File: src/rtl/serial_sub.sv
// Bit-serial WIDTH-bit subtractor: diff = a - b - bin, one bit per clock, LSB first.
// Start/busy/done handshake; results held in output registers until the next completion.
module serial_sub #(
    parameter int unsigned WIDTH = 32
) (
    input  logic             clk,
    input  logic             rst,
    input  logic             start,
    input  logic [WIDTH-1:0] a,
    input  logic [WIDTH-1:0] b,
    input  logic             bin,
    output logic             busy,
    output logic             done,
    output logic [WIDTH-1:0] diff,
    output logic             bout,
    output logic             zero,
    output logic             ovf
);

    localparam int unsigned CNT_W = (WIDTH > 1) ? $clog2(WIDTH) : 1;
    localparam logic [CNT_W-1:0] CNT_LAST = CNT_W'(WIDTH - 1);

    typedef enum logic [1:0] {
        IDLE = 2'd0,
        RUN  = 2'd1,
        DONE = 2'd2
    } state_e;

    state_e           state_q, state_d;
    logic [WIDTH-1:0] a_q, a_d;
    logic [WIDTH-1:0] b_q, b_d;
    logic [WIDTH-2:0] res_q, res_d;
    logic             br_q, br_d;
    logic [CNT_W-1:0] cnt_q, cnt_d;
    logic             a_sgn_q, a_sgn_d;
    logic             b_sgn_q, b_sgn_d;
    logic             busy_q, busy_d;
    logic             done_q, done_d;
    logic [WIDTH-1:0] diff_q, diff_d;
    logic             bout_q, bout_d;
    logic             zero_q, zero_d;
    logic             ovf_q, ovf_d;

    logic             bit_s;
    logic             br_nx;
    logic [WIDTH-1:0] res_nx;

    // Full-subtractor cell on the operand LSBs; res_nx is the result after this bit lands in the MSB
    always_comb begin
        bit_s  = a_q[0] ^ b_q[0] ^ br_q;
        br_nx  = (~a_q[0] & b_q[0]) | (~(a_q[0] ^ b_q[0]) & br_q);
        res_nx = {bit_s, res_q};
    end

    always_comb begin
        state_d = state_q;
        a_d     = a_q;
        b_d     = b_q;
        res_d   = res_q;
        br_d    = br_q;
        cnt_d   = cnt_q;
        a_sgn_d = a_sgn_q;
        b_sgn_d = b_sgn_q;
        done_d  = 1'b0;
        diff_d  = diff_q;
        bout_d  = bout_q;
        zero_d  = zero_q;
        ovf_d   = ovf_q;

        unique case (state_q)
            IDLE: begin
                if (start) begin
                    a_d     = a;
                    b_d     = b;
                    br_d    = bin;
                    res_d   = '0;
                    cnt_d   = '0;
                    a_sgn_d = a[WIDTH-1];
                    b_sgn_d = b[WIDTH-1];
                    state_d = RUN;
                end
            end
            RUN: begin
                a_d   = a_q >> 1;
                b_d   = b_q >> 1;
                res_d = res_nx[WIDTH-1:1];
                br_d  = br_nx;
                if (cnt_q == CNT_LAST) begin
                    // Final bit: publish the whole result set at once
                    diff_d  = res_nx;
                    bout_d  = br_nx;
                    zero_d  = (res_nx == '0);
                    ovf_d   = (a_sgn_q ^ b_sgn_q) & (bit_s ^ a_sgn_q);
                    done_d  = 1'b1;
                    state_d = DONE;
                end else begin
                    cnt_d = cnt_q + CNT_W'(1);
                end
            end
            DONE: begin
                state_d = IDLE;
            end
            default: begin
                state_d = IDLE;
            end
        endcase

        busy_d = (state_d != IDLE);
    end

    always_ff @(posedge clk or negedge rst) begin
        if (!rst) begin
            state_q <= IDLE;
            a_q     <= '0;
            b_q     <= '0;
            res_q   <= '0;
            br_q    <= 1'b0;
            cnt_q   <= '0;
            a_sgn_q <= 1'b0;
            b_sgn_q <= 1'b0;
            busy_q  <= 1'b0;
            done_q  <= 1'b0;
            diff_q  <= '0;
            bout_q  <= 1'b0;
            zero_q  <= 1'b0;
            ovf_q   <= 1'b0;
        end else begin
            state_q <= state_d;
            a_q     <= a_d;
            b_q     <= b_d;
            res_q   <= res_d;
            br_q    <= br_d;
            cnt_q   <= cnt_d;
            a_sgn_q <= a_sgn_d;
            b_sgn_q <= b_sgn_d;
            busy_q  <= busy_d;
            done_q  <= done_d;
            diff_q  <= diff_d;
            bout_q  <= bout_d;
            zero_q  <= zero_d;
            ovf_q   <= ovf_d;
        end
    end

    assign busy = busy_q;
    assign done = done_q;
    assign diff = diff_q;
    assign bout = bout_q;
    assign zero = zero_q;
    assign ovf  = ovf_q;

endmodule
File: config.mk
export PLATFORM = sky130hd
export DESIGN_NAME = serial_sub
export DESIGN_NICKNAME = d
export VERILOG_FILES = /design/src/rtl/serial_sub.sv
export SDC_FILE = /design/constraint.sdc
export NUM_CORES = 1
export LEC_CHECK = 0
export ABC_AREA = 1
export BUFFER_PORTS_ARGS = -buffer_cell sky130_fd_sc_hd__buf_2
export CORE_MARGIN = 2
export CORE_UTILIZATION = 56
export DETAILED_ROUTE_END_ITERATION = 10
export PLACE_DENSITY = 0.8
export SLEW_MARGIN = 20
export SYNTH_ARGS = -nofsm -noshare
export SYNTH_HDL_FRONTEND = slang
export SYNTH_SLANG_ARGS = --single-unit
File: constraint.sdc
create_clock -name clk -period 2 [get_ports clk]
set_input_delay 0.1 -clock clk [delete_from_list [all_inputs] [get_ports clk]]
set_output_delay 0.1 -clock clk [all_outputs]
set_load 0.01 [all_outputs]
## After elaboration in Yosys (flattened, before gate mapping)

Index checks and enable logic that the tools add are counted.

| word-level totals | value |
|---|---|
| register bits | 142 |
| output and inout port bits | 37 |
| word-level logic and storage cells | 53 |

| cells by class | value |
|---|---|
| $add $sub $neg | 1 |
| eq/ne operators | 4 |
| muxes and demuxes | 16 |
| bitwise logic cells | 10 |
| reduce and logical (&&, ||, !) cells | 8 |

Operators by type and width:

| kind | count |
|---|---|
| $pmux W32 S2 | 2 |
| $mux W32 | 2 |
| $pmux W31 S2 | 1 |
| $logic_not A32 Y1 | 1 |
| $mux W31 | 1 |
| $mux W5 | 2 |
| $pmux W5 S2 | 1 |
| $reduce_and A2 Y1 | 3 |
| $add A5 B1 Y5 const B | 1 |
| $eq A5 B5 Y1 const B | 1 |
| $mux W2 | 2 |
| $ne A2 B2 Y1 const B | 2 |
| $pmux W2 S2 | 1 |
| $reduce_bool A2 Y1 | 2 |
| $xor A1 B1 Y1 | 4 |
| $and A1 B1 Y1 | 3 |
| $mux W1 | 3 |
| $reduce_and A3 Y1 | 1 |
| $eq A2 B1 Y1 const B | 1 |
| $logic_not A2 Y1 | 1 |
| $not A1 Y1 | 2 |
| $pmux W1 S2 | 1 |
| $or A1 B1 Y1 | 1 |

## Depth between registers and ports, before layout

Gate-level depths: netlist of run 1.

| depth | value |
|---|---|
| depth in word-level cells | 5 |
| mapped depth | 10 |
| gate-level depth less buffers | 10 |

## Worst setup path after synthesis of run 1

OpenSTA, ideal clock, no wires.

| path | value |
|---|---|
| kind | flip-flop to flip-flop |
| start point | register cnt_q[0] |
| end point | register diff_q[25] (netlist: diff[25]) |
| setup time | 83 ps |
| data arrival time | 1462 ps |
| data required time | 1917 ps |
| path slack | 456 ps |
| cell stages (with the launch flop) | 9 |
| cells stage by stage | dfrtp_1 ha_1 nand2_1 nor2_1 ha_1 nand3_1 clkbuf_1 nand2_1 o21ai_0 |

| on the way | value |
|---|---|
| cells in the longest elaborated chain, start to end | 2 |

RTL lines:

| item | RTL line | RTL |
|---|---|---|
| from (decl) | 34 | `logic [CNT_W-1:0] cnt_q, cnt_d;` |
| from (signal assigned) | 133 | `cnt_q <= cnt_d;` |
| $eq A5 B5 Y1 | 88 | `if (cnt_q == CNT_LAST) begin` |
| $reduce_and A2 Y1 (no source line) | -- |  |
| to (signal assigned) | 138 | `diff_q <= diff_d;` |
| to (decl) | 39 | `logic [WIDTH-1:0] diff_q, diff_d;` |

Every way passes these cells.
A chain may end at the register's enable or synchronous reset.

## Worst setup path in the final report of run 1

| path | value |
|---|---|
| start point | register cnt_q[0] |
| end point | register ovf_q (netlist: ovf) |

| on the way | value |
|---|---|
| cells in the longest elaborated chain, start to end | 2 |

RTL lines:

| item | RTL line | RTL |
|---|---|---|
| $eq A5 B5 Y1 | 88 |  |
| $reduce_and A2 Y1 (no source line) | -- |  |
| to (signal assigned) | 141 | `ovf_q <= ovf_d;` |
| to (decl) | 42 | `logic ovf_q, ovf_d;` |

Every way passes these cells.

==> results.json, run 1 <==
{
  "dominantRegCellSynth": "sky130_fd_sc_hd__dfrtp_1",
  "netlist_instances": 645,
  "critPathRequiredTime_ns": 2.43,
  "grt_start_max_net_pins": 60,
  "hold_path_class": "input pin to register",
  "timing.critical_path.arrival_ns": 2.19,
  "floorplan.die.width_um": 107,
  "violation_count_after_the_first_detailed_route_iteration": 306,
  "crit_path_top_delay_cell": "sky130_fd_sc_hd__dfrtp_1",
  "async_reset_ff_frac": 1.00,
  "hold_violations": 0,
  "layout.nets": 878,
  "max_slew.worst_pin.slew_ns": 0.493,
  "netlist.area_leader.share": 0.595,
  "max-cap-violations": 0,
  "final_area_sq_mm": 0.00793,
  "dp.final_hpwl_um": 8050,
  "synthesis.yosys.warnings": 0,
  "area_growth_pct": 32.8,
  "synth.ff_latch_count": 142,
  "power_leakage_nw": 3.99,
  "portBuffers": 104,
  "first_pass_iters": 5,
  "worst_skew_pair.late_latency_ns": 0.53,
  "rsz_0062_raised_after_global_routing": "no",
  "ctsRootBufferMaster": "sky130_fd_sc_hd__clkbuf_8",
  "routedLengthMet1_um": 6060,
  "core_occupancy_in_the_finished_layout": 0.768,
  "synthesis.area_sq_mm": 0.00597,
  "dpl_cell_area_sq_mm": 0.00666,
  "total_power_mw": 11.7,
  "setup_tns_ns": 0,
  "final_cell_count_no_fill": 956,
  "grt.overflow.total": 0,
  "synth.top_cells.by_count": "sky130_fd_sc_hd__dfrtp_1 (142), sky130_fd_sc_hd__nand2_1 (125), sky130_fd_sc_hd__inv_1 (103), sky130_fd_sc_hd__o211ai_1 (61), sky130_fd_sc_hd__o21ai_1 (56)",
  "ff2ff_setup_slack_ns": 0.23,
  "floorplan.io_pins": 105,
  "worstSetupPathType": "register to register",
  "final_max_slew_viol_count": 0,
  "worstPathCellList": "ha_1, nand2_1, nor2_1, ha_1, nand3_2, buf_12, o31ai_1",
  "number_of_setup_violations_in_the_final_report": 0,
  "routedWlPerCell_um": 14.7,
  "numPlacedInstances": 858,
  "die_area_sq_mm": 0.0115,
  "start_util": 0.579,
  "synth_most_common_cell": "sky130_fd_sc_hd__dfrtp_1",
  "tritoncts_num_sinks": 142,
  "fp_rows": 37,
  "slew-limit-headroom": 0.671,
  "cp-end-kind": "register",
  "grt_pass1_vias": 5216,
  "die_y_um": 107,
  "dominant_cell_type_by_area_after_synthesis": "sky130_fd_sc_hd__dfrtp_1",
  "top_signal_layer_used": "met4",
  "cts_max_level": 4,
  "cts_buffers": 17,
  "core_region_area_sq_mm": 0.0103,
  "tritoncts_clock_tree": "yes",
  "worst-path-max-fanout": 37,
  "cts_setup_buffers": 0,
  "grt_pass1_wl_um": 23900,
  "clk_pin_slew_worst_paths_ns": 0.06,
  "vias_per_cell": 5.31,
  "met2WireLength_um": 7080,
  "detail_route.drc_violations": 0,
  "fmax_mhz": 565,
  "routed_wl_um": 14000,
  "total_of_cells_resized_after_clock_tree_synthesis": 0,
  "mean_cell_area_of_the_mapped_netlist_sq_um": 9.26,
  "routed-wl-met3_um": 684,
  "finalWorstPathRequiredPeriod_ns": 1.77,
  "grt_antenna_before_repair": 0,
  "yosysSeqAreaShare": 0.595,
  "worst_voltage_drop_across_the_vdd_grid_mv": 0.807,
  "route.vias.total": 5072,
  "synth.net_count": 716,
  "cts_max_path_buffers": 2,
  "synth_cell_type_count": 22,
  "cp_slowest_stage_delay_ns": 0.40,
  "final.setup_skew_ns": 0.00825,
  "final_layout_size_suffix_gt1_frac": 0.188,
  "worst_path_most_repeated_cell": "sky130_fd_sc_hd__ha_1",
  "share_of_the_clock_period_used_by_the_worst_path": 0.885,
  "outcome": "completed",
  "synth-edff-count": 0,
  "place_congestion": 0.816,
  "power.density_mw_per_mm2": 1480,
  "antenna_left": 0,
  "global_route.usage.total": 0.264,
  "setup.worst_path.start_class": "register",
  "num_antenna_cells": 0,
  "synthTopCellsByArea": "sky130_fd_sc_hd__dfrtp_1 (59%), sky130_fd_sc_hd__nand2_1 (7.9%), sky130_fd_sc_hd__o211ai_1 (7.7%)"
}
worst max-delay path, delay by kind of cell (launching register included):
family	cells	cell delay, ns
compound gates	1	0.26
buf+inv	1	0.25
fa+ha+maj	2	0.38
flops	1	0.40
simple gates	3	0.39
metal layers:
layer  vias to the layer above  track usage
li1                       2460            -
met1                      2432        0.333
met2                       153        0.450
met3                        27       0.0551
met4                         0        0.100
met5                         -            0
placed cells by master, fill, tap and decap left out, types with 3 or more instances in the layout:
cell,netlist,final
sky130_fd_sc_hd__dfrtp_1,142,142
sky130_fd_sc_hd__nand2_1,125,124
sky130_fd_sc_hd__inv_1,103,103
sky130_fd_sc_hd__buf_2,15,103
sky130_fd_sc_hd__dlygate4sd3_1,0,66
sky130_fd_sc_hd__o211ai_1,61,61
sky130_fd_sc_hd__o21ai_1,56,56
sky130_fd_sc_hd__o21ai_0,45,45
sky130_fd_sc_hd__o22ai_1,30,30
sky130_fd_sc_hd__nor2_1,19,19
sky130_fd_sc_hd__clkbuf_16,0,16
sky130_fd_sc_hd__buf_4,3,8
sky130_fd_sc_hd__nand3_1,6,5
sky130_fd_sc_hd__clkbuf_8,0,5
sky130_fd_sc_hd__buf_12,0,5
sky130_fd_sc_hd__nor3_1,4,4
sky130_fd_sc_hd__inv_2,3,3
sky130_fd_sc_hd__a21oi_1,3,3
sky130_fd_sc_hd__bufinv_16,0,3
timing repair:
action | in CTS | in global routing
setup endpoints to repair | 0 | 0
hold endpoints to repair | 209 | 0
hold buffers | 66 | 0
per-stage QoR:
stage                     setup slack (ns)  hold slack [ns]
after CTS                            0.254          0.00695
after detailed placement             0.279           0.0457
final                                0.231           0.0249
after floorplan                      0.456           -0.196
after global routing                0.0611           0.0463
after global placement               0.341           0.0399
cells by family after synthesis:
logic type                 count (synthesis)  share of synthesized area
adders and majority gates                  3                    0.00754
DFF                                      142                      0.595
and+or+nand+nor                          157                      0.103
AOI/OAI and AO/OA                        197                      0.198
buffers and inverters                    146                     0.0968
final timing paths:
path	to	cells past startpoint	from
setup / recovery	ovf	7	cnt_q[0]
hold / removal	res_q[0]	4	start
setup reg to reg	ovf	7	cnt_q[0]
hold reg to reg	diff[18]	2	diff[18]
max in group asynchronous	diff[4]	3	rst
min in group asynchronous	diff[20]	2	rst
layout make-up:
class | instances | area (sq um)
clock inverters | 9 | 133
flip-flops and latches | 142 | 3550
repair buffers | 183 | 1350
clock buffers | 23 | 477
fillers | 676 | 2390
multi-input cells | 357 | 1850
inverters | 106 | 398
well taps | 136 | 170
state kept, by name, indices dropped and copies added, names as in the netlist:
register / count
res_q: 31
diff: 32
cnt_q: 5
ovf: 1
br_q: 1
busy: 1
b_q: 32
b_sgn_q: 1
a_sgn_q: 1
a_q: 32
bout: 1
state_q: 2
done: 1
zero: 1
report_power, final:
part	switching (mW)	leakage, nW	total, mW	internal [mW]
clock	1.15	0.294	3.18	2.03
sequential	0.475	1.65	4.54	4.06
combinational	2.40	2.04	3.99	1.58
total	4.03	3.99	11.7	7.68
Power figures use the tool's default switching activity.
==> run 2, diff against run 1 <==
==> constraint.sdc (replaced) <==
create_clock -name clk -period 2 [get_ports clk]
set_input_delay 0.4 -clock clk [delete_from_list [all_inputs] [get_ports clk]]
set_output_delay 0.4 -clock clk [all_outputs]
set_load 0.01 [all_outputs]
==> run 2 against run 1 <==
Effect of this change: worst setup slack better by 0.063 ns; sequential power is essentially flat; total power increased by 1.2%; final area down 7.4%; register-to-register slack better by 0.06 ns; non-clock buffer count down 67; largest power group unchanged; highest routed layer unchanged.
==> results.json, run 2 (same netlist as run 1, synthesis figures left out) <==
{
  "outcome": "completed",
  "pre_cts_ws_ns": 0.284,
  "power_leakage_nw": 3.75,
  "total_power_mw": 11.8,
  "routedWlPerCell_um": 14.1,
  "worstSetupPathType": "register to register",
  "most_common_cell_after_layout_fill_and_taps_aside": "sky130_fd_sc_hd__dfrtp_1",
  "cts_max_level": 4,
  "setup_ws_ns": 0.294,
  "finalWorstPathRequiredPeriod_ns": 1.71,
  "start_util": 0.579,
  "slew-limit-headroom": 0.679,
  "ff2ff_setup_slack_ns": 0.29,
  "tritoncts_num_sinks": 142,
  "fmax_mhz": 586,
  "setup_tns_ns": 0,
  "routed_wl_um": 12500,
  "fp_rows": 37,
  "share_of_the_clock_period_used_by_the_worst_path": 0.853,
  "global_route.usage.total": 0.236,
  "hold_path_class": "input pin to register",
  "dp.final_hpwl_um": 8080,
  "timing.critical_path.arrival_ns": 2.15,
  "final_layout_size_suffix_gt1_frac": 0.205,
  "max-cap-violations": 0,
  "number_of_setup_violations_in_the_final_report": 0,
  "layout.nets": 811,
  "num_antenna_cells": 0,
  "worst-path-max-fanout": 36,
  "antenna_left": 0,
  "portBuffers": 104,
  "total_of_cells_resized_after_clock_tree_synthesis": 0,
  "die_area_sq_mm": 0.0115,
  "first_pass_iters": 4,
  "grt_antenna_before_repair": 0,
  "max_slew.worst_pin.slew_ns": 0.481,
  "power.density_mw_per_mm2": 1610,
  "hold_violations": 0,
  "floorplan.die.width_um": 107,
  "endpoint": "ovf",
  "rsz_0062_raised_after_global_routing": "no",
  "detail_route.drc_violations": 0,
  "ctsRootBufferMaster": "sky130_fd_sc_hd__clkbuf_8",
  "rr_worst_depth": 7,
  "route.vias.total": 4695,
  "cts_buffers": 17,
  "core_region_area_sq_mm": 0.0103,
  "tritoncts_clock_tree": "yes",
  "grt_pass1_vias": 4598,
  "cts_setup_buffers": 0,
  "setup.worst_path.start_class": "register",
  "grt.overflow.total": 0,
  "place_congestion": 0.801,
  "area_growth_pct": 22.9,
  "vias_per_cell": 5.28,
  "grt_start_max_net_pins": 85,
  "grt_pass1_wl_um": 21200,
  "final.setup_skew_ns": 0.0120,
  "worst_skew_pair.late_latency_ns": 0.53,
  "setup.worst_path.start": "cnt_q[0]",
  "worst_voltage_drop_across_the_vdd_grid_mv": 0.771,
  "clk_pin_slew_worst_paths_ns": 0.06,
  "final_max_slew_viol_count": 0,
  "worst_r2r_startpoint": "cnt_q[0]",
  "floorplan.io_pins": 105,
  "mostFrequentLayoutCells": "sky130_fd_sc_hd__dfrtp_1 (142), sky130_fd_sc_hd__nand2_1 (124), sky130_fd_sc_hd__inv_1 (103), sky130_fd_sc_hd__buf_2 (103), sky130_fd_sc_hd__o211ai_1 (61)",
  "critPathRequiredTime_ns": 2.44,
  "violation_count_after_the_first_detailed_route_iteration": 243,
  "worst_r2r_endpoint": "ovf",
  "die_y_um": 107,
  "cts_max_path_buffers": 2,
  "cp-end-kind": "register"
}
## run 2: cell count changes in the layout (fill, tap and decap cells not counted), sizes merged
cell / change
dlygate4sd3: -65
buf: -2
clkbuf: -3
clkinvlp: -2
inv: +3
bufinv: +2
## run 2: repair_timing
item	4_1_cts	5_1_grt
hold buffers	1	0
endpoints found under the setup margin	0	0
hold endpoints to repair	47	0
## run 2: worst min path at each step
stage	startpoint	endpoint	slack [ns]	cells after the start
final	a[31]	a_sgn_q	0.1	3
after global routing	a[31]	a_sgn_q	0.09	3
after CTS	a[31]	a_sgn_q	0.08	3
after detailed placement	rst	res_q[22]	0.36	1
after global placement	rst	diff[23]	0.37	1
after floorplan	rst	a_q[0]	0.10	0
## run 2: cell type report
class	instances	area, sq um
sequential	142	3550
fill	793	2980
multi-input combinational	357	1850
timing repair buffer	116	707
clock buffer	20	455
inverter	106	398
clock inverter	12	204
tap	136	170
## run 2: where the power goes
group	switching (mW)	total, mW	internal (mW)
Clock	1.22	3.48	2.26
Sequential	0.460	4.52	4.06
Combinational	2.33	3.84	1.51
## run 2: critical path, stage by stage (launching register included)
cell and delay (ns):
sky130_fd_sc_hd__dfrtp_1 0.39, sky130_fd_sc_hd__ha_1 0.19, sky130_fd_sc_hd__nand2_1 0.08, sky130_fd_sc_hd__nor2_1 0.10, sky130_fd_sc_hd__ha_1 0.19, sky130_fd_sc_hd__nand3_2 0.20, sky130_fd_sc_hd__buf_12 0.23, sky130_fd_sc_hd__o31ai_1 0.24
## run 2: metrics by stage
step	utilization	area, sq um	cells	hold WS [ns]
floorplan	-	5970	645	0.104
global placement	0.646	6670	856	0.369
detailed placement	0.646	6670	856	0.364
CTS	0.711	7340	889	0.0818
global route	0.711	7340	889	0.0918
finish	0.711	7340	889	0.0956
## run 2: per-layer routing
metal	routed length, um	track usage	vias to the layer above
met2	6210	0.389	109
li1	-	-	2327
met3	601	0.0508	13
met4	102	0.0835	0
met5	0	0	-
met1	5620	0.312	2246
